==> src/rtl/gcd_engine.sv <==
`default_nettype none
// ============================================================================
// Module      : gcd_engine
// Description : Subtractive (Euclid) GCD engine with IDLE/CALC/DONE control.
//               Optional iteration counter enabled by macro GCD_ITER_COUNT_EN.
// Revision    : 1.0 - initial release
// ============================================================================
module gcd_engine #(
    parameter int WIDTH = 16
) (
    input  logic             clk,
    input  logic             rst_n,
    input  logic             start,
    input  logic [WIDTH-1:0] a_in,
    input  logic [WIDTH-1:0] b_in,
    output logic             busy,
    output logic             done,
    output logic [WIDTH-1:0] gcd_out,
    output logic             err
`ifdef GCD_ITER_COUNT_EN
    ,
    output logic [WIDTH-1:0] iter_cnt
`endif
);

    typedef enum logic [1:0] {
        S_IDLE = 2'd0,
        S_CALC = 2'd1,
        S_DONE = 2'd2
    } state_t;

    state_t           r_state;
    logic [WIDTH-1:0] r_a;
    logic [WIDTH-1:0] r_b;

    logic w_accept;
    logic w_zero_op;

    assign w_accept  = start && ((r_state == S_IDLE) || (r_state == S_DONE));
    assign w_zero_op = (a_in == '0) || (b_in == '0);

    always_ff @(posedge clk or negedge rst_n) begin
        if (!rst_n) begin
            r_state <= S_IDLE;
            r_a     <= '0;
            r_b     <= '0;
            gcd_out <= '0;
            err     <= 1'b0;
            busy    <= 1'b0;
            done    <= 1'b0;
        end else begin
            case (r_state)
                S_IDLE, S_DONE: begin
                    if (w_accept) begin
                        r_a <= a_in;
                        r_b <= b_in;
                        // A zero operand needs no iteration: the other one is the result.
                        if (w_zero_op) begin
                            r_state <= S_DONE;
                            gcd_out <= a_in | b_in;
                            err     <= (a_in == '0) && (b_in == '0);
                            busy    <= 1'b0;
                            done    <= 1'b1;
                        end else begin
                            r_state <= S_CALC;
                            err     <= 1'b0;
                            busy    <= 1'b1;
                            done    <= 1'b0;
                        end
                    end else if (r_state == S_DONE) begin
                        r_state <= S_IDLE;
                        done    <= 1'b0;
                    end
                end
                S_CALC: begin
                    // Larger operand is always the minuend, so no underflow.
                    if (r_a > r_b) begin
                        r_a <= r_a - r_b;
                    end else if (r_b > r_a) begin
                        r_b <= r_b - r_a;
                    end else begin
                        gcd_out <= r_a;
                        r_state <= S_DONE;
                        busy    <= 1'b0;
                        done    <= 1'b1;
                    end
                end
                default: begin
                    r_state <= S_IDLE;
                    busy    <= 1'b0;
                    done    <= 1'b0;
                end
            endcase
        end
    end

`ifdef GCD_ITER_COUNT_EN
    localparam logic [WIDTH-1:0] c_CNT_MAX = {WIDTH{1'b1}};

    logic w_sub;
    assign w_sub = (r_state == S_CALC) && (r_a != r_b);

    always_ff @(posedge clk or negedge rst_n) begin
        if (!rst_n) begin
            iter_cnt <= '0;
        end else if (w_accept) begin
            iter_cnt <= '0;
        end else if (w_sub && (iter_cnt != c_CNT_MAX)) begin
            iter_cnt <= iter_cnt + 1'b1;
        end
    end
`endif

endmodule
`default_nettype wire

==> config.mk <==
export PLATFORM = sky130hd
export DESIGN_NAME = gcd_engine
export DESIGN_NICKNAME = d
export VERILOG_FILES = /design/src/rtl/gcd_engine.sv
export SDC_FILE = /design/constraint.sdc
export NUM_CORES = 1
export LEC_CHECK = 0
export ABC_AREA = 1
export CAP_MARGIN = 0
export CORE_MARGIN = 1
export CORE_UTILIZATION = 35
export DETAILED_ROUTE_END_ITERATION = 16
export GPL_ROUTABILITY_DRIVEN = 0
export HOLD_SLACK_MARGIN = 0.12
export PLACE_DENSITY = 0.54
export SYNTH_ARGS = -nofsm -noshare
export SYNTH_HDL_FRONTEND = slang
export SYNTH_SLANG_ARGS = --single-unit
==> constraint.sdc <==
create_clock -name clk -period 3.05 [get_ports clk]
set_input_delay 0.61 -clock clk [delete_from_list [all_inputs] [get_ports clk]]
set_output_delay 0.61 -clock clk [all_outputs]
set_load 0.05 [all_outputs]
* After elaboration in Yosys (flattened, before gate mapping)
Cells that the tools add are included.
Cells by class: add/sub/neg operators 2, $lt $le $gt $ge 2, eq/ne operators 9, muxes and demuxes 30, bitwise operators 1, reductions and logical operators 15
Operators with widths (count):
- $mux W16 | 9
- $pmux W16 S2 | 3
- $gt A16 B16 Y1 | 2
- $logic_not A16 Y1 | 2
- $sub A16 B16 Y16 | 2
- $or A16 B16 Y16 | 1
- $ne A2 B2 Y1 const B | 6
- $mux W1 | 10
- $mux W2 | 5
- $reduce_and A3 Y1 | 3
- $reduce_and A5 Y1 | 1
- $pmux W1 S2 | 2
- $pmux W2 S2 | 1
- $reduce_and A4 Y1 | 1
- $ne A3 B3 Y1 const B | 1
- $eq A2 B1 Y1 const B | 1
- $eq A2 B2 Y1 const B | 1
- $logic_and A1 B1 Y1 | 2
- $logic_not A2 Y1 | 1
- $logic_or A1 B1 Y1 | 2
- $reduce_and A2 Y1 | 1
- $reduce_bool A2 Y1 | 1
- $reduce_or A2 Y1 | 1
Word-level totals: bits in registers 53, bits of input ports 35, output and inout port bits 19, word-level logic and storage cells 66

* Depth between registers and ports, before layout
depth in word-level cells 5, mapped depth 17

* Least setup slack after synthesis
No wires, ideal clock.
kind register -> register, start register r_a[0], end register r_a[4], setup time 0.126 ns, arrival 1.934 ns, path slack 0.990 ns, cell stages (with the launch flop) 15, buffers on the path 1, period minus slack after synthesis 2.060 ns, cell sequence dfrtp_1 > inv_1 > ha_1 > fa_1 > inv_1 > nand3_1 > nand2_1 > nand2_1 > nand2_1 > nand2_1 > nand2_2 > nand2_4 > nand2_2 > buf_4 > o21ai_0
On the way: word-level cells in the longest chain between the ends 3
RTL lines:
- from (decl) | RTL line 33 | logic [WIDTH-1:0] r_a;
- from (signal assigned) | RTL line 55 | r_a <= a_in;
- from (signal assigned) | RTL line 78 | r_a <= r_a - r_b;
- $sub A16 B16 Y16 / $gt A16 B16 Y1 (equally long branches) | RTL line 78, 77
- $mux W16 / $ne A2 B2 Y1 (equally long branches)
- $pmux W16 S2 / $reduce_and A3 Y1 (equally long branches)
Several ways; a longest one is shown, not always the timed one. The select of a mux whose other input is x is not followed. A chain may end at the register's enable or synchronous reset.

* Final worst setup path
start register r_b[0], end register r_b[5]
On the way: word-level cells in the longest chain between the ends 4
RTL lines:
- from (decl) | RTL line 34 | logic [WIDTH-1:0] r_b;
- from (signal assigned) | RTL line 56 | r_b <= b_in;
- from (signal assigned) | RTL line 80 | r_b <= r_b - r_a;
- $sub A16 B16 Y16 | RTL line 80
- $mux W16 | RTL line 79 | end else if (r_b > r_a) begin
- $mux W16 | RTL line 77 | if (r_a > r_b) begin
- $pmux W16 S2 | RTL line 52 | case (r_state)
Several ways; a longest one is shown, not always the timed one. The select of a mux whose other input is x is not followed.

==> impl_metrics.yaml <==
status:
  status: "completed"
route:
  dr.pass1.iters: 5
  vias: 4805
  wl_per_cell_microns: 14.4
  drtIter0Drc: 350
  drc: 0
  totalWireLength_mm: 14.1
  ant_nets: 0
  vias_per_cell: 4.92
finish:
  final_cell_mix: "nand2_1, inv_1, nand3_1, dfrtp_1, clkdlybuf4s50_1"
  area_growth_pct: 18.4
  final_area_sq_um: 5560
  fin_cells: 976
  multi_input_area_sq_um: 2850
  n_antenna_cell: 0
  nets: 873
  seq_area_sq_um: 1300
  nFillCells: 1402
  layout_commonest_cell: "nand2_1"
  drive_gt1_share_pct: 4.73
floorplanning:
  die_h_microns: 118
  start_util_pct: 36.6
  die_x_microns: 118
  die_area_sq_um: 13900
  rows: 41
  core_area_sq_um: 12800
  boundaryPins: 54
clock_network:
  cts_buffer_depth: 2
  clkSlewWorstSetupHoldPaths_ns: 0.07
  cts_root_buf: "clkbuf_16"
  cts_hold_buf: 0
  post-cts-setup-buffers: 0
  cts_resized: 0
  cts.sinks: 52
  htreeDepth: 2
  cts_tree: "yes"
  clk_latency_ns: 0.30
  cts-buffers-inserted: 5
worst_setup_path:
  crit_required_ns: 3.30
  cp_data_arrival_time_ns: 2.86
  crit_fanout: 16
  regToRegSetupSlack_ns: 0.43
  endpoint_kind: "register"
  critPathKind: "reg2reg"
  crit_path_start_kind: "register"
pwr:
  power_leakage_nw: 3.03
  irDropWorstVdd_v: 0.000171
  p_per_area_nw_per_um2: 270
sta:
  rsz0062_at_grt: "false"
  setup_tns_ns: 0
  slew_headroom_pct: 60.7
  slew_viol_final: 0
  finClkSkew_ns: 0.00616
  post-route-period-util_pct: 85.8
  tightestPinTransition_ns: 0.588
  hold_viol_final: 0
  min_period_ns: 2.62
  fmax_mhz: 382
  finalSetupViolations: 0
global_route:
  grt_use_total_pct: 21.4
  antenna_found_initial: 0
  grt_pass1_wl_mm: 23.5
  overflow: 0
  grt_pass1_vias: 4680
  grt_max_degree: 57
placement:
  dp_hpwl_mm: 11.1
  place_area_sq_um: 5370
  io_buffers: 53
  numPlacedInstances: 969
logic_synthesis:
  ys_ff_latch: 52
  synthesis.area_sq_um: 4690
  syn-instance-count: 758
  ys_seq_area_share_pct: 27.7
  ys_warn_count: 0
  yosysUniqueCellTypes: 32
  syn_nets: 827
  synth_area_per_cell_sq_um: 6.19
run:
  maxCapViolCount: 0
hold_path:
  hold_class: "in2async"
synthesized netlist by cell type (all sizes together):
library cell	n	area share [%]
o31ai	1	0.16
or2	2	0.27
nand3	52	5.5
xor2	1	0.19
xnor2	1	0.19
nand4	22	3.3
inv	111	8.9
buf	16	2.4
nor2	40	3.9
nand3b	1	0.16
a21oi	23	2.8
o21ai	25	2.7
dfrtp	52	28
ha	32	8.5
clkbuf	3	0.24
and2	2	0.27
fa	2	0.85
nor3	1	0.11
nand2	355	29
o211ai	16	2.6
path summary, 6_finish.rpt:
check	start	end	cells past startpoint
setup / recovery	r_b[0]	r_b[5]	14
hold / removal	rst_n	gcd_out[3]	2
setup reg to reg	r_b[0]	r_b[5]	14
hold reg to reg	gcd_out[0]	gcd_out[0]	2
max in group asynchronous	rst_n	r_a[13]	2
min in group clk	gcd_out[0]	gcd_out[0]	2
layer usage:
layer,share of wire (%),GRT usage (%),vias up
met4,1.3,5.05,0
met3,5.0,3.20,12
li1,-,-,2450
met2,45,35.2,113
met5,0,0,-
met1,48,29.4,2230
flip-flops by register name, indices dropped and copies added, names as in the netlist:
register / count
r_state: 2
r_b: 16
r_a: 16
err: 1
busy: 1
gcd_out: 16
layout make-up:
cell class | instances | area share (%)
well taps | 172 | 3.87
flip-flops and latches | 52 | 23.4
clock buffers | 5 | 2.25
repair buffers | 58 | 10.6
multi-input cells | 576 | 51.3
inverters | 111 | 7.50
clock inverters | 2 | 1.08
worst max-delay path, cell delays in order (launching register included):
cell and delay (ns):
dfrtp_1 0.38, inv_1 0.05, ha_1 0.21, fa_1 0.40, inv_1 0.11, nand3_1 0.09
nand2_1 0.12, nand2_1 0.05, nand2_1 0.17, nand2_1 0.08, nand2_1 0.10, a21oi_1 0.10
nor2_4 0.48, nand2_1 0.12, nand2_1 0.08
kinds of logic after synthesis:
logic type               count (synthesis)  synth area share (%)
AND/OR/NAND/NOR                        475                  42.8
adder cells (fa/ha/maj)                 34                  9.38
flip-flops                              52                  27.7
AO/OA/AOI/OAI                           65                  8.16
XOR/XNOR                                 2                 0.373
buffers and inverters                  130                  11.5
report_power, final:
part           internal (W)  switching [W]  total (W)  leakage [nW]
Combinational     0.0000434      0.0000328  0.0000762          2.30
Clock              0.000466       0.000268   0.000734        0.0899
Sequential         0.000689              0   0.000689         0.638
Total               0.00120       0.000301    0.00150          3.03
metrics by stage:
step | utilization, % | total power [W] | hold WS (ns) | setup WS [ns]
floorplan | - | 0.000709 | 0.314 | 0.990
global placement | 41.9 | 0.000780 | 0.457 | 0.465
detailed placement | 41.9 | 0.000780 | 0.459 | 0.439
CTS | 43.3 | 0.00153 | 0.311 | 0.435
global route | 43.3 | 0.00155 | 0.324 | 0.157
finish | 43.3 | 0.00150 | 0.296 | 0.433
(Power assumes the default switching activity.)
